`src/rtl/fetch_stage.sv`:
```
`default_nettype none
// ============================================================================
// Module   : fetch_stage
// Purpose  : Instruction fetch (PC + single-outstanding imem request) and the
//            IF/ID pipeline register feeding the decode/control stage.
// Options  : FETCH_PERF_EN - adds a 32-bit fetch_count output counting valid
//            IF/ID loads.
// Revision : 1.0 - initial release
// ============================================================================
module fetch_stage #(
  parameter int                 ADDR_W    = 32,
  parameter logic [ADDR_W-1:0]  RESET_PC  = '0,
  parameter logic [31:0]        NOP_INSTR = 32'h0000_0000
) (
  input  logic              clk,
  input  logic              rst_n,
  output logic              imem_req_valid,
  input  logic              imem_req_ready,
  output logic [ADDR_W-1:0] imem_req_addr,
  input  logic              imem_resp_valid,
  input  logic [31:0]       imem_resp_data,
  input  logic              stall,
  input  logic              branch_taken,
  input  logic [ADDR_W-1:0] branch_target,
  input  logic              jump,
  input  logic [ADDR_W-1:0] jump_target,
  output logic              if_id_valid,
  output logic [31:0]       if_id_instr,
  output logic [ADDR_W-1:0] if_id_pc4,
  output logic [5:0]        if_id_op,
  output logic [5:0]        if_id_funct
`ifdef FETCH_PERF_EN
  ,
  output logic [31:0]       fetch_count
`endif
);

  localparam logic [ADDR_W-1:0] c_PC_STEP    = ADDR_W'(4);
  localparam logic [ADDR_W-1:0] c_ALIGN_MASK = ADDR_W'(3);

  // ISSUE: request on the bus; WAIT: request accepted, response pending;
  // HOLD: response parked in the skid buffer while decode is stalled.
  typedef enum logic [1:0] {
    S_ISSUE = 2'd0,
    S_WAIT  = 2'd1,
    S_HOLD  = 2'd2
  } state_t;

  state_t              r_state;
  logic [ADDR_W-1:0]   r_pc;
  logic                r_drop;
  logic [31:0]         r_buf;
  logic                r_if_valid;
  logic [31:0]         r_if_instr;
  logic [ADDR_W-1:0]   r_if_pc4;

  state_t              w_state_nxt;
  logic [ADDR_W-1:0]   w_pc_nxt;
  logic                w_drop_nxt;
  logic [31:0]         w_buf_nxt;
  logic                w_if_valid_nxt;
  logic [31:0]         w_if_instr_nxt;
  logic [ADDR_W-1:0]   w_if_pc4_nxt;
  logic                w_load_en;
  logic [31:0]         w_load_data;

  logic                w_redirect;
  logic [ADDR_W-1:0]   w_redir_target;
  logic [ADDR_W-1:0]   w_redir_pc;
  logic [ADDR_W-1:0]   w_pc_plus4;
  logic                w_can_load;

  assign w_redirect     = jump | branch_taken;
  // Jump outranks branch when both fire in the same cycle.
  assign w_redir_target = jump ? jump_target : branch_target;
  assign w_redir_pc     = w_redir_target & ~c_ALIGN_MASK;
  assign w_pc_plus4     = r_pc + c_PC_STEP;
  // IF/ID may be overwritten if decode is taking its content or it is empty.
  assign w_can_load     = ~stall | ~r_if_valid;

  // Next-state, PC, drop flag, skid buffer and IF/ID next values.
  always_comb begin
    w_state_nxt    = r_state;
    w_pc_nxt       = r_pc;
    w_drop_nxt     = r_drop;
    w_buf_nxt      = r_buf;
    w_if_valid_nxt = r_if_valid;
    w_if_instr_nxt = r_if_instr;
    w_if_pc4_nxt   = r_if_pc4;
    w_load_en      = 1'b0;
    w_load_data    = imem_resp_data;

    if (w_redirect) begin
      // Redirect overrides stall: flush IF/ID, forget any buffered word.
      w_pc_nxt       = w_redir_pc;
      w_if_valid_nxt = 1'b0;
      w_if_instr_nxt = NOP_INSTR;
      w_state_nxt    = S_ISSUE;
      w_drop_nxt     = 1'b0;
      case (r_state)
        S_ISSUE: begin
          // A request accepted this very cycle is now stale in flight.
          if (imem_req_ready) begin
            w_state_nxt = S_WAIT;
            w_drop_nxt  = 1'b1;
          end
        end
        S_WAIT: begin
          // A response arriving with the redirect is simply discarded;
          // otherwise the stale one is still coming and must be dropped.
          if (!imem_resp_valid) begin
            w_state_nxt = S_WAIT;
            w_drop_nxt  = 1'b1;
          end
        end
        default: ;
      endcase
    end else begin
      // Decode consumed the current entry and nothing new arrives: bubble.
      if (!stall) begin
        w_if_valid_nxt = 1'b0;
        w_if_instr_nxt = NOP_INSTR;
      end
      case (r_state)
        S_ISSUE: begin
          if (imem_req_ready) begin
            w_state_nxt = S_WAIT;
          end
        end
        S_WAIT: begin
          if (imem_resp_valid) begin
            if (r_drop) begin
              w_drop_nxt  = 1'b0;
              w_state_nxt = S_ISSUE;
            end else if (w_can_load) begin
              w_load_en = 1'b1;
            end else begin
              w_buf_nxt   = imem_resp_data;
              w_state_nxt = S_HOLD;
            end
          end
        end
        S_HOLD: begin
          if (!stall) begin
            w_load_en   = 1'b1;
            w_load_data = r_buf;
          end
        end
        default: begin
          w_state_nxt = S_ISSUE;
        end
      endcase
      if (w_load_en) begin
        w_if_valid_nxt = 1'b1;
        w_if_instr_nxt = w_load_data;
        w_if_pc4_nxt   = w_pc_plus4;
        w_pc_nxt       = w_pc_plus4;
        w_state_nxt    = S_ISSUE;
      end
    end
  end

  // State, PC and IF/ID register update.
  always_ff @(posedge clk or negedge rst_n) begin
    if (!rst_n) begin
      r_state    <= S_ISSUE;
      r_pc       <= RESET_PC;
      r_drop     <= 1'b0;
      r_buf      <= NOP_INSTR;
      r_if_valid <= 1'b0;
      r_if_instr <= NOP_INSTR;
      r_if_pc4   <= '0;
    end else begin
      r_state    <= w_state_nxt;
      r_pc       <= w_pc_nxt;
      r_drop     <= w_drop_nxt;
      r_buf      <= w_buf_nxt;
      r_if_valid <= w_if_valid_nxt;
      r_if_instr <= w_if_instr_nxt;
      r_if_pc4   <= w_if_pc4_nxt;
    end
  end

`ifdef FETCH_PERF_EN
  logic [31:0] r_fetch_count;

  // Count every real instruction written into IF/ID; wraps naturally.
  always_ff @(posedge clk or negedge rst_n) begin
    if (!rst_n) begin
      r_fetch_count <= '0;
    end else if (w_load_en) begin
      r_fetch_count <= r_fetch_count + 32'd1;
    end
  end

  assign fetch_count = r_fetch_count;
`else
  // No performance counter in this build.
`endif

  // Request is only presented in ISSUE and never while reset is asserted.
  assign imem_req_valid = (r_state == S_ISSUE) & rst_n;
  assign imem_req_addr  = r_pc;
  assign if_id_valid    = r_if_valid;
  assign if_id_instr    = r_if_instr;
  assign if_id_pc4      = r_if_pc4;
  assign if_id_op       = r_if_instr[31:26];
  assign if_id_funct    = r_if_instr[5:0];

endmodule
`default_nettype wire

```
`config.mk`:
```
export PLATFORM = sky130hd
export DESIGN_NAME = fetch_stage
export DESIGN_NICKNAME = d
export VERILOG_FILES = /design/src/rtl/fetch_stage.sv
export SDC_FILE = /design/constraint.sdc
export NUM_CORES = 1
export LEC_CHECK = 0
export CAP_MARGIN = 30
export CORE_ASPECT_RATIO = 1.75
export CORE_MARGIN = 2
export CORE_UTILIZATION = 40
export DETAILED_ROUTE_END_ITERATION = 6
export PLACE_DENSITY = 0.71
export SLEW_MARGIN = 20
export SYNTH_ARGS = -nofsm -noshare
export SYNTH_HDL_FRONTEND = slang
export SYNTH_SLANG_ARGS = --single-unit
export TNS_END_PERCENT = 5
```
`constraint.sdc`:
```
create_clock -name clk -period 4.2 [get_ports clk]
set_input_delay 0.63 -clock clk [delete_from_list [all_inputs] [get_ports clk]]
set_output_delay 0.63 -clock clk [all_outputs]
set_load 0.02 [all_outputs]
```
-- Word-level counts from Yosys, hierarchy flattened
Index checks and enable logic that the tools add are counted.
- register bits after elaboration: 132
- latch bits: 0
- memory bits (writable): 0
- bits in read-only memories: 0
- input bits: 103
- output and inout bits: 110
- word-level logic and storage cells: 64
- memories: 0
- add/sub/neg operators: 1
- multiply operators: 0
- divide/modulo/power cells: 0
- order comparisons: 0
- equality and inequality tests: 7
- shift operators: 0
- multiplexer cells: 33
- bitwise logic cells: 8
- reduce and logical (&&, ||, !) cells: 8
- operators with widths (cell ; number):
    two-way mux 32 bit ; 8
    adder 32 x 3 -> 32 bit, second input constant ; 1
    two-way mux 1 bit ; 15
    two-way mux 2 bit ; 6
    one-hot mux 1 bit (2 select lines) ; 3
    one-hot mux 2 bit (3 select lines) ; 1
    nonzero test 2 bit ; 3
    != test 5 bit, second input constant ; 1
    NOT 1 bit ; 5
    AND reduction 5 bit ; 1
    != test 4 x 3 -> 1 bit, second input constant ; 1
    != test 4 bit, second input constant ; 1
    AND reduction 2 bit ; 2
    AND reduction 4 bit ; 1
    != test 3 x 1 -> 1 bit, second input constant ; 1
    != test 3 bit, second input constant ; 1
    == test 2 x 1 -> 1 bit, second input constant ; 1
    == test 2 bit, second input constant ; 1
    logical NOT 2 bit ; 1
    OR 1 bit ; 2
    AND 1 bit ; 1

-- Depth between registers and ports, before layout
- word-level depth: 9
- mapped depth: 9
- mapped depth without buffers: 7

-- Least setup slack after synthesis
OpenSTA, ideal clock, no wires.
- kind: input -> register
- from: in jump
- to: reg r_buf[0]
- library setup time: 0.127 ns
- arrival time: 1.870 ns
- required time: 4.073 ns
- slack: 2.202 ns
- stages: 5
- path buffers: 2
- cell sequence: clkbuf_1 nor2_1 nand4_1 clkbuf_1 mux2_1
- longest elaborated chain between the ends: 3
- ends and longest elaborated chain (what ; RTL line ; RTL):
    start, declared ; 25 ; input logic jump,
    OR 1 bit ; 73 ; assign w_redirect = jump | branch_taken;
    NOT 1 bit (no line) ; - ;
    AND reduction 5 bit (no line) ; - ;
    end signal, assigned ; 177 ; r_buf <= w_buf_nxt;
    end, declared ; 52 ; logic [31:0] r_buf;
No other way between the ends.
A chain may end at the register's enable or synchronous reset.

-- Final worst setup path
- from: in imem_resp_valid
- to: reg r_if_instr[1], in the netlist if_id_instr[1]
- longest elaborated chain between the ends: 5
- elaborated cells between the ends (all ways): 6
- classes of those cells: eq/ne: 1; mux: 5
- ends and longest elaborated chain (what ; RTL line ; RTL):
    start, declared ; 20 ; input logic imem_resp_valid,
    two-way mux 1 bit * ; 131 ; if (imem_resp_valid) begin
    one-hot mux 1 bit (2 select lines) * ; 124 ; case (r_state)
    two-way mux 1 bit * ; 93 ; if (w_redirect) begin
    two-way mux 32 bit ; 153 ; if (w_load_en) begin
    two-way mux 32 bit ; 93 ;
    end signal, assigned ; 179 ; r_if_instr <= w_if_instr_nxt;
    end, declared ; 54 ; logic [31:0] r_if_instr;
Mark *: on every way between the ends. The rest lies on a longest branch, timed or not. The select of a mux whose other input is x is not followed.

==> impl_metrics.env <==
export IMPL_worstHoldPathType="in2async"
export IMPL_synth_top_cell_area_share=0.485
export IMPL_dpl_cell_area_sq_um=8670
export IMPL_worst_path_max_fanout=69
export IMPL_worstSkewPairLatency_ns=0.41
export IMPL_initial_core_utilization=0.406
export IMPL_row_count=62
export IMPL_critical_path_slowest_cell="sky130_fd_sc_hd__clkdlybuf4s50_1"
export IMPL_cp_num_buf_inv=2
export IMPL_leakagePower_nw=4.04
export IMPL_grt_util_all_layers=0.219
export IMPL_syn2layout_area_growth_pct=40.1
export IMPL_layout_setup_ws_ns=1.30
export IMPL_io_buffers=204
export IMPL_die_footprint_sq_um=17600
export IMPL_worst_setup_ep_type="register"
export IMPL_post_cts_resized=0
export IMPL_timing_critical_path_cells="clkdlybuf4s50_1, and4bb_2, o221a_2, nand2_4, buf_4, o21ai_1"
export IMPL_detailedPlacementHpwl_microns=13800
export IMPL_cts_inserted_buffers=17
export IMPL_synth_enable_flop_cells=0
export IMPL_critical_path_max_stage_delay_ns=0.57
export IMPL_final_max_slew_viol_count=0
export IMPL_multi_input_gate_area_in_the_final_layout_sq_um=3090
export IMPL_ys_seq_area_frac=0.485
export IMPL_cts_repair_timing_setup_buffer_count=0
export IMPL_slew_of_the_pin_with_the_lowest_slew_margin_ns=0.887
export IMPL_rsz0062_at_grt="false"
export IMPL_drv_max_cap_violation_count=0
export IMPL_via_count_of_the_first_global_routing_pass=5898
export IMPL_antenna_found_initial=0
export IMPL_finish_utilization=0.569
export IMPL_die_y_microns=174
export IMPL_fill_cells=1398
export IMPL_detail_route_first_pass_iterations=4
export IMPL_grt_pass1_wl_microns=30200
export IMPL_gp_congestion=0.869
export IMPL_place_inst=986
export IMPL_sequential_cell_area_sq_um=3200
export IMPL_hold_worst_slack_ns=0.173
export IMPL_grt_util_met2=0.406
export IMPL_diodes=0
export IMPL_synthCells=642
export IMPL_finalPower_mw=4.03
export IMPL_worstPathArrival_ns=3.22
export IMPL_clock_tree_htree_level_count=4
export IMPL_setup_worst_path_start_class="input port"
export IMPL_gr_usage_met3=0.0483
export IMPL_status="completed"
export IMPL_cellPowerDensity_nw_per_um2=435
export IMPL_layout_min_cycle_time_ns=2.90
export IMPL_synth_top_cells_by_area="sky130_fd_sc_hd__dfrtp_1 (48%), sky130_fd_sc_hd__o21ai_1 (7.0%), sky130_fd_sc_hd__mux2i_1 (5.5%)"
export IMPL_final_cell_count_no_fill=1019
export IMPL_clockBufferDepth=2
export IMPL_ys_types=49
export IMPL_tritoncts="built"
export IMPL_cts_root_buffer="sky130_fd_sc_hd__clkbuf_16"
export IMPL_setup_viol_count_final=0
export IMPL_met1_usage=0.231
export IMPL_hold_buffers=0
export IMPL_ant_nets=0
export IMPL_grt_max_degree=70
export IMPL_fraction_of_the_cycle_the_final_worst_path_needs=0.690
export IMPL_wire_per_inst_microns=18.4
export IMPL_yosys_warnings=0
export IMPL_core_area_sq_um=16300
export IMPL_ys_ff_latch=128
export IMPL_layout_cell_share_with_drive_strength_beyond_1=0.0726
export IMPL_dominantRegCellSynth="sky130_fd_sc_hd__dfrtp_1"
export IMPL_final_nets=922
export IMPL_gr_max_usage_layer="met2"
export IMPL_number_of_design_rule_violations_left_by_the_first_detailed_router_iteration=177
export IMPL_finish_instance_area_sq_um=9260
export IMPL_postSynth_asyncResetShare=1.00
export IMPL_timing_critical_path_max_delay_family="buffers and inverters"
export IMPL_synth_largest_area_cell="sky130_fd_sc_hd__dfrtp_1"
export IMPL_pin_count=213
export IMPL_summed_instance_area_of_the_synthesized_netlist_sq_um=6610
export IMPL_setup_tns_ns=0
export IMPL_timing_final_hold_violations=0
export IMPL_finalWirelength_microns=18800
export IMPL_horizontal_die_dimension_microns=101
export IMPL_grt_overflow=0
export IMPL_avgSynthCellArea_sq_um=10.3
export IMPL_ff2ff_path_depth=7
export IMPL_fmax_mhz=345
export IMPL_vdd_ir_drop_max_uv=274
export IMPL_routed_via_count=5532
export IMPL_worst_endpoint_required_ns=4.53
export IMPL_timing_max_slew_rel_slack=0.409
export IMPL_clk_pin_slew_ns=0.06
export IMPL_fin_skew_ns=0.0110
export IMPL_drc_errors=0
export IMPL_crit_cells=6
export IMPL_crit_type="in2reg"
export IMPL_dpl_worst_slack_ns=0.901
export IMPL_cts_sink_count=128
export IMPL_post_drt_via_cell_ratio=5.43
-- path summary, 6_finish.rpt --
path                                                 start  slack [ns]                    endpoint
worst max-delay path                       imem_resp_valid        1.30  if_id_instr[1]$_DFFE_PN0P_
worst min-delay path                                 rst_n        0.17       r_buf[21]$_DFFE_PN0P_
worst max register to register      r_state[1]$_DFFE_PN0P_        1.31  if_id_instr[1]$_DFFE_PN0P_
worst min register to register  if_id_instr[6]$_DFFE_PN0P_        0.49  if_id_instr[6]$_DFFE_PN0P_
max in group asynchronous                            rst_n        3.02   if_id_pc4[31]$_DFFE_PN0P_
min in group clk                if_id_instr[6]$_DFFE_PN0P_        0.49  if_id_instr[6]$_DFFE_PN0P_
-- state kept, by name, summed over array words and instances (netlist names) --
signal / count
if_id_instr: 32
r_buf: 32
if_id_pc4: 30
imem_req_addr: 30
r_state: 2
if_id_valid: 1
r_drop: 1
-- metal layers --
layer | vias up | part of all wire
met1 | 2709 | 0.37
met2 | 184 | 0.55
met5 | - | 0
met3 | 38 | 0.050
met4 | 0 | 0.028
li1 | 2601 | -
-- cell usage in the layout, fill, tap and decap left out, types with 2 or more instances in the layout --
master,instances
sky130_fd_sc_hd__nor4_4,3
sky130_fd_sc_hd__inv_6,3
sky130_fd_sc_hd__mux2_1,31
sky130_fd_sc_hd__inv_1,3
sky130_fd_sc_hd__clkbuf_16,17
sky130_fd_sc_hd__clkbuf_1,2
sky130_fd_sc_hd__ha_1,5
sky130_fd_sc_hd__nand3_1,14
sky130_fd_sc_hd__mux2i_1,36
sky130_fd_sc_hd__and2_1,7
sky130_fd_sc_hd__o21ai_1,92
sky130_fd_sc_hd__nor4_1,4
sky130_fd_sc_hd__clkdlybuf4s50_1,203
sky130_fd_sc_hd__dfrtp_1,128
sky130_fd_sc_hd__clkinv_4,3
sky130_fd_sc_hd__nand4_4,2
sky130_fd_sc_hd__nand4_1,16
sky130_fd_sc_hd__xnor2_1,28
sky130_fd_sc_hd__a21oi_1,3
sky130_fd_sc_hd__conb_1,4
sky130_fd_sc_hd__nor3_1,10
sky130_fd_sc_hd__buf_4,8
sky130_fd_sc_hd__mux2_2,2
sky130_fd_sc_hd__nand2_1,81
sky130_fd_sc_hd__and3_1,3
sky130_fd_sc_hd__nor2_1,14
sky130_fd_sc_hd__clkinvlp_4,5
sky130_fd_sc_hd__a22oi_1,28
sky130_fd_sc_hd__xor2_1,27
sky130_fd_sc_hd__nor4_2,3
sky130_fd_sc_hd__and4_1,8
sky130_fd_sc_hd__o21ai_0,4
-- power by group --
part           total, mW  switching, mW  internal [mW]
Sequential          1.56          0.152           1.41
Clock               1.41          0.588          0.826
Combinational       1.06          0.552          0.508
Total               4.03           1.29           2.74
-- cell families (layout without fill, tap and decap cells) --
logic type                 after synthesis  after routing  share of synthesized area
buffers and inverters                   68            250                     0.0528
adders and majority gates                5              5                    0.00946
xor gates and xnor gates                55             55                     0.0729
and+or+nand+nor                        180            180                      0.150
other                                    1              4                   0.000567
AOI/OAI and AO/OA                      136            136                      0.119
DFF                                    128            128                      0.485
muxes                                   69             69                      0.111
-- worst register-to-register path: stages, from the launching register on --
cell,delay (ns)
sky130_fd_sc_hd__dfrtp_1,0.39
sky130_fd_sc_hd__inv_1,0.14
sky130_fd_sc_hd__ha_1,0.27
sky130_fd_sc_hd__and4bb_2,0.33
sky130_fd_sc_hd__o221a_2,0.56
sky130_fd_sc_hd__nand2_4,0.54
sky130_fd_sc_hd__buf_4,0.42
sky130_fd_sc_hd__o21ai_1,0.17
-- final cells by class --
cell class                      instances  area share
Tap cell                              192      0.0259
Inverter                                4     0.00162
Clock inverter                         13      0.0142
Multi-Input combinational cell        449       0.333
Clock buffer                           19      0.0467
Sequential cell                       128       0.346
Timing Repair Buffer                  214       0.232
-- Yosys cell counts (3+ instances only) --
| master | n |
|---|---|
| sky130_fd_sc_hd__and3_1 | 3 |
| sky130_fd_sc_hd__mux2i_1 | 36 |
| sky130_fd_sc_hd__buf_4 | 17 |
| sky130_fd_sc_hd__dfrtp_1 | 128 |
| sky130_fd_sc_hd__nor4_2 | 3 |
| sky130_fd_sc_hd__nor4_4 | 3 |
| sky130_fd_sc_hd__ha_1 | 5 |
| sky130_fd_sc_hd__mux2_1 | 31 |
| sky130_fd_sc_hd__o21ai_1 | 92 |
| sky130_fd_sc_hd__buf_2 | 24 |
| sky130_fd_sc_hd__clkbuf_1 | 23 |
| sky130_fd_sc_hd__nand3_1 | 14 |
| sky130_fd_sc_hd__nand2_1 | 83 |
| sky130_fd_sc_hd__xnor2_1 | 28 |
| sky130_fd_sc_hd__a22oi_1 | 28 |
| sky130_fd_sc_hd__inv_1 | 3 |
| sky130_fd_sc_hd__and2_1 | 7 |
| sky130_fd_sc_hd__a21oi_1 | 3 |
| sky130_fd_sc_hd__nand4_1 | 16 |
| sky130_fd_sc_hd__o21ai_0 | 4 |
| sky130_fd_sc_hd__and4_1 | 8 |
| sky130_fd_sc_hd__nor2_1 | 14 |
| sky130_fd_sc_hd__nor4_1 | 4 |
| sky130_fd_sc_hd__nor3_1 | 10 |
| sky130_fd_sc_hd__xor2_1 | 27 |
(Power assumes the default switching activity.)
